===== src/rtl/net_monitor_pkg.sv =====
// State encoding and shared widths for the net monitor.
`default_nettype none

package net_monitor_pkg;

    localparam int unsigned STATE_W = 2;

    typedef enum logic [STATE_W-1:0] {
        ST_WARMUP = STATE_W'(0),
        ST_TRACK  = STATE_W'(1),
        ST_STUCK  = STATE_W'(2)
    } state_e;

    // Edge, mismatch and counter updates are live only once warm-up is over.
    function automatic logic is_tracking(input state_e s);
        return (s == ST_TRACK) || (s == ST_STUCK);
    endfunction

endpackage

`default_nettype wire


===== src/rtl/net_sync.sv =====
// Multi-flop synchronizer bringing an asynchronous net into the clk domain.
`default_nettype none

module net_sync #(
    parameter int unsigned STAGES = 2
) (
    input  logic clk,
    input  logic rst,
    input  logic din_i,
    output logic level_o
);

    logic [STAGES-1:0] sync_q;

    always_ff @(posedge clk) begin
        if (rst) begin
            sync_q <= '0;
        end else begin
            sync_q <= {sync_q[STAGES-2:0], din_i};
        end
    end

    assign level_o = sync_q[STAGES-1];

endmodule

`default_nettype wire


===== src/rtl/net_monitor.sv =====
// Net monitor: synchronizes din, reports edges, counts them and flags level mismatch.
// Stuck detection (timer, STUCK state, stuck output) is built only with NET_MONITOR_STUCK_EN.
// The expected-level input is named expect_i because "expect" is a reserved word.
`default_nettype none

module net_monitor
    import net_monitor_pkg::*;
#(
    parameter int unsigned SYNC_STAGES  = 2,
    parameter int unsigned CNT_W        = 16,
    parameter int unsigned STUCK_CYCLES = 1000
) (
    input  logic               clk,
    input  logic               rst,
    input  logic               din,
    input  logic               expect_i,
    input  logic               clear,
    output logic               level,
    output logic               rise,
    output logic               fall,
    output logic [CNT_W-1:0]   edge_cnt,
    output logic               mismatch,
    output logic               stuck,
    output logic [STATE_W-1:0] state
);

    localparam int unsigned     WARM_W    = $clog2(SYNC_STAGES + 1);
    localparam logic [WARM_W-1:0] WARM_LAST = WARM_W'(SYNC_STAGES);
    localparam logic [CNT_W-1:0]  CNT_MAX   = '1;

    if ((SYNC_STAGES < 2) || (SYNC_STAGES > 4)) begin : g_bad_sync
        $error("net_monitor: SYNC_STAGES must be in 2..4");
    end
    if (STUCK_CYCLES < 2) begin : g_bad_stuck
        $error("net_monitor: STUCK_CYCLES must be >= 2");
    end

    state_e              state_q, state_d;
    logic [WARM_W-1:0]   warm_q, warm_d;
    logic [CNT_W-1:0]    cnt_q, cnt_d;
    logic                level_prev_q;
    logic                rise_q, rise_d;
    logic                fall_q, fall_d;
    logic                mismatch_q, mismatch_d;
    logic                rise_c, fall_c, edge_c, tracking_c;

    net_sync #(
        .STAGES (SYNC_STAGES)
    ) u_sync (
        .clk     (clk),
        .rst     (rst),
        .din_i   (din),
        .level_o (level)
    );

    assign rise_c     = level & ~level_prev_q;
    assign fall_c     = ~level & level_prev_q;
    assign edge_c     = rise_c | fall_c;
    assign tracking_c = is_tracking(state_q);

`ifdef NET_MONITOR_STUCK_EN
    localparam int unsigned      TMR_W    = $clog2(STUCK_CYCLES);
    localparam logic [TMR_W-1:0] TMR_LAST = TMR_W'(STUCK_CYCLES - 1);

    logic [TMR_W-1:0] timer_q, timer_d;
    logic             stuck_q, stuck_d;
`endif

    // State register.
    always_ff @(posedge clk) begin
        if (rst) begin
            state_q <= ST_WARMUP;
            warm_q  <= '0;
        end else begin
            state_q <= state_d;
            warm_q  <= warm_d;
        end
    end

    // Next-state: warm-up countdown, then tracking with optional stuck detection.
    always_comb begin
        state_d = state_q;
        warm_d  = warm_q;
`ifdef NET_MONITOR_STUCK_EN
        timer_d = timer_q;
`endif
        case (state_q)
            ST_WARMUP: begin
                if (warm_q == WARM_LAST) begin
                    state_d = ST_TRACK;
                    warm_d  = '0;
                end else begin
                    warm_d = warm_q + WARM_W'(1);
                end
            end
            ST_TRACK: begin
`ifdef NET_MONITOR_STUCK_EN
                if (edge_c || clear) begin
                    timer_d = '0;
                end else if (timer_q == TMR_LAST) begin
                    state_d = ST_STUCK;
                end else begin
                    timer_d = timer_q + TMR_W'(1);
                end
`endif
            end
            ST_STUCK: begin
`ifdef NET_MONITOR_STUCK_EN
                if (edge_c || clear) begin
                    state_d = ST_TRACK;
                    timer_d = '0;
                end
`else
                state_d = ST_WARMUP;
`endif
            end
            default: begin
                state_d = ST_WARMUP;
                warm_d  = '0;
`ifdef NET_MONITOR_STUCK_EN
                timer_d = '0;
`endif
            end
        endcase
`ifdef NET_MONITOR_STUCK_EN
        stuck_d = (state_d == ST_STUCK);
`endif
    end

    // Edge pulses, mismatch and the saturating counter; clear beats a same-cycle edge.
    always_comb begin
        rise_d     = 1'b0;
        fall_d     = 1'b0;
        mismatch_d = 1'b0;
        cnt_d      = cnt_q;
        if (tracking_c) begin
            rise_d     = rise_c;
            fall_d     = fall_c;
            mismatch_d = (level != expect_i);
        end
        if (clear) begin
            cnt_d = '0;
        end else if (tracking_c && edge_c && (cnt_q != CNT_MAX)) begin
            cnt_d = cnt_q + CNT_W'(1);
        end
    end

    always_ff @(posedge clk) begin
        if (rst) begin
            level_prev_q <= 1'b0;
            rise_q       <= 1'b0;
            fall_q       <= 1'b0;
            mismatch_q   <= 1'b0;
            cnt_q        <= '0;
        end else begin
            level_prev_q <= level;
            rise_q       <= rise_d;
            fall_q       <= fall_d;
            mismatch_q   <= mismatch_d;
            cnt_q        <= cnt_d;
        end
    end

`ifdef NET_MONITOR_STUCK_EN
    always_ff @(posedge clk) begin
        if (rst) begin
            timer_q <= '0;
            stuck_q <= 1'b0;
        end else begin
            timer_q <= timer_d;
            stuck_q <= stuck_d;
        end
    end

    assign stuck = stuck_q;
`else
    assign stuck = 1'b0;
`endif

    assign rise     = rise_q;
    assign fall     = fall_q;
    assign mismatch = mismatch_q;
    assign edge_cnt = cnt_q;
    assign state    = state_q;

endmodule

`default_nettype wire


===== config.mk =====
export PLATFORM = sky130hd
export DESIGN_NAME = net_monitor
export DESIGN_NICKNAME = d
export VERILOG_FILES = /design/src/rtl/net_monitor_pkg.sv /design/src/rtl/net_sync.sv /design/src/rtl/net_monitor.sv
export SDC_FILE = /design/constraint.sdc
export NUM_CORES = 1
export LEC_CHECK = 0
export BUFFER_PORTS_ARGS = -buffer_cell sky130_fd_sc_hd__clkbuf_2
export CORE_UTILIZATION = 45
export DETAILED_ROUTE_END_ITERATION = 10
export GPL_TIMING_DRIVEN = 0
export PLACE_DENSITY = 0.68
export SETUP_SLACK_MARGIN = 0.2
export SYNTH_ARGS = -nofsm -noshare
export SYNTH_HDL_FRONTEND = slang
export SYNTH_SLANG_ARGS = --single-unit

===== constraint.sdc =====
create_clock -name clk -period 2.33 [get_ports clk]
set_input_delay 0.233 -clock clk [delete_from_list [all_inputs] [get_ports clk]]
set_output_delay 0.233 -clock clk [all_outputs]
set_load 0.02 [all_outputs]

==> impl_metrics.env <==
export IMPL_fillers=242
export IMPL_worstHoldPathType="input port to flop"
export IMPL_fp_dieW_um=54.33
export IMPL_fin_skew_ns=0.007441
export IMPL_htreeDepth=1
export IMPL_hold_viol=0
export IMPL_ir_drop_mv=0.4000
export IMPL_placed_area_um2=1399
export IMPL_synthFlopType="dfxtp_1"
export IMPL_max_cap_viol_count=0
export IMPL_post_cts_buffers=0
export IMPL_fin_setup_tns_ns=0
export IMPL_rows=18
export IMPL_clockRootBuffer="clkbuf_4"
export IMPL_final_nets=182
export IMPL_fin_crit_sh_pct=85.18
export IMPL_p_leak_nw=0.5607
export IMPL_clk_latency_ns=0.32
export IMPL_pin_count=28
export IMPL_fin_hold_ws_ns=0.1279
export IMPL_max_freq_mhz=503.9
export IMPL_syn2layout_area_growth_pct=16.24
export IMPL_place_congestion=0.8016
export IMPL_gr_total_overflow=0
export IMPL_grt_pass1_wl_mm=4.215
export IMPL_drt_total_wl_mm=2.551
export IMPL_worstSetupPathType="flop to flop"
export IMPL_vias_per_cell=5.463
export IMPL_worst_pin_slew_ns=0.7486
export IMPL_fp_coreArea_um2=2522
export IMPL_instances_no_fill=203
export IMPL_n_antenna_cell=0
export IMPL_mostFrequentLayoutCell="clkbuf_2"
export IMPL_cts_inserted_buffers=3
export IMPL_die_area_um2=2952
export IMPL_final_setup_worst_slack_ns=0.3453
export IMPL_antenna_found_initial=0
export IMPL_final_area_um2=1433
export IMPL_drt_wirelength_per_cell_um=12.57
export IMPL_dr_pass1_iters=4
export IMPL_maxSlewHeadroom_pct=49.71
export IMPL_port_buffers=25
export IMPL_ys_seq_area_share_pct=40.61
export IMPL_maxSlewViolCount=0
export IMPL_setup_viol=0
export IMPL_drc=0
export IMPL_yosysWarnings=0
export IMPL_rsz0062_at_grt="false"
export IMPL_critPathLaunchType="flop"
export IMPL_final_cell_mix="25 x clkbuf_2, 24 x dfxtp_1, 16 x nand2_1"
export IMPL_cp_max_fo=6
export IMPL_status="finished clean"
export IMPL_syn_avg_cell_area_um2=8.618
export IMPL_finalWorstPathRequiredPeriod_ns=1.985
export IMPL_synthesis_area_um2=1232
export IMPL_vias=1109
export IMPL_cp_required_ns=2.60
export IMPL_cp_arrival_ns=2.25
export IMPL_pre_cts_ws_ns=0.3121
export IMPL_ys_ff_latch=25
export IMPL_clk_pin_slew_ns=0.14
export IMPL_initial_core_util_pct=48.86
export IMPL_cts_sinks=25
export IMPL_synthCells=143
export IMPL_synth_cell_type_count=37
export IMPL_p_per_area_nw_per_um2=494.8
export IMPL_clk_path_buf_depth=2
export IMPL_synth_edff_count=0
export IMPL_worstSetupEndpointType="flop"
export IMPL_globalRouteTotalUtil_pct=19.82
export IMPL_drt_initial_drc_count=25
export IMPL_ant_nets=0
export IMPL_async_flop_share_pct=0
export IMPL_numPlacedInstances=199
export IMPL_die_h_um=54.33
export IMPL_grt_pass1_vias=878
export IMPL_dp_hpwl_mm=1.884
export IMPL_grt_max_degree=15
export IMPL_cts_tree="yes"
export IMPL_layout_drive_gt1_share_pct=24.28
[registers in the layout, indices dropped and copies added, names as in the netlist]
| name | count |
|---|---|
| u_sync.sync_q | 2 |
| fall | 1 |
| mismatch | 1 |
| rise | 1 |
| state | 1 |
| edge_cnt | 16 |
| warm_q | 2 |
| level_prev_q | 1 |
[worst max-delay path: stages, from the launching register on]
cell	delay [ns]
dfxtp_2	0.39
inv_1	0.07
ha_1	0.34
nand4b_4	0.23
or3_4	0.36
or4_1	0.40
a21oi_1	0.14
[repair_timing]
item                       CTS  global route
setup endpoints to repair    0             2
hold buffers                 0             0
hold endpoints to repair     0             0
gates resized for setup      0             2
[power by group]
| group | internal, W | switching [W] | leakage, nW |
|---|---|---|---|
| logic | 0.0000300 | 0.0000399 | 0.340 |
| registers | 0.000438 | 0.00000696 | 0.203 |
| clock network | 0.0000643 | 0.000130 | 0.0177 |
[cell usage after synthesis (2+ instances only)]
library cell  number  area [µm²]
a31oi_1            5       31.28
a21oi_1            9       45.04
or2_2              2       12.51
ha_1               3       37.54
nor3b_1            2       15.01
mux2i_1            8       80.08
dfxtp_1           25       500.5
nor3_1             9       45.04
a211oi_1           4       30.03
buf_4              3       22.52
inv_1              8       30.03
nor2_1             9       33.78
clkbuf_1           3       11.26
o21ai_0            2       10.01
or3_1              7       43.79
nor2b_1            2       12.51
nand2_1           16       60.06
nor4_1             3       18.77
nand4_1            5       31.28
[layout make-up]
class | count | area [µm²] | share of cell area [%]
sequential | 25 | 501.7 | 35.02
tap | 30 | 37.54 | 2.620
clock inverter | 1 | 5.005 | 0.3493
timing repair buffer | 25 | 125.1 | 8.734
buffer | 7 | 45.04 | 3.144
clock buffer | 3 | 22.52 | 1.572
inverter | 8 | 30.03 | 2.096
multi-input combinational | 104 | 665.6 | 46.46
[metal layers]
metal	GRT usage (%)	vias to the layer above	wire length, µm	share of wire, %
met5	0	-	0	0
met4	2.564	0	15	0.59
met3	5.833	2	114	4.5
met2	29.67	28	1098	43
met1	28.48	505	1323	52
li1	-	574	-	-
[final timing paths]
| path | from | endpoint | slack [ns] | cells past startpoint |
|---|---|---|---|---|
| worst max-delay path | u_sync.sync_q[1] | edge_cnt[10] | 0.35 | 6 |
| worst min-delay path | din | u_sync.sync_q[0] | 0.13 | 2 |
| worst max register to register | u_sync.sync_q[1] | edge_cnt[10] | 0.35 | 6 |
| worst min register to register | u_sync.sync_q[0] | u_sync.sync_q[1] | 0.45 | 1 |
[logic make-up (layout without fill, tap and decap cells)]
logic type	count (synthesis)	in the layout	share of synthesized area, %
multiplexers	8	8	6.498
other	1	2	0.3043
AND/OR/NAND/NOR	67	67	31.27
flip-flops	25	25	40.61
adder cells (fa/ha/maj)	3	3	3.046
buffers and inverters	15	44	6.091
AO/OA/AOI/OAI	23	23	11.47
XOR/XNOR	1	1	0.7108
[through the flow]
step | util (%) | power [W]
2_1_floorplan | - | 0.0005055
3_3_place_gp | 55.46 | 0.0005205
4_1_cts | 56.55 | 0.0007112
3_5_place_dp | 55.46 | 0.0005240
5_1_grt | 56.80 | 0.0007404
6_report | 56.80 | 0.0007089
Note: power is estimated with default switching activity, not from simulation.
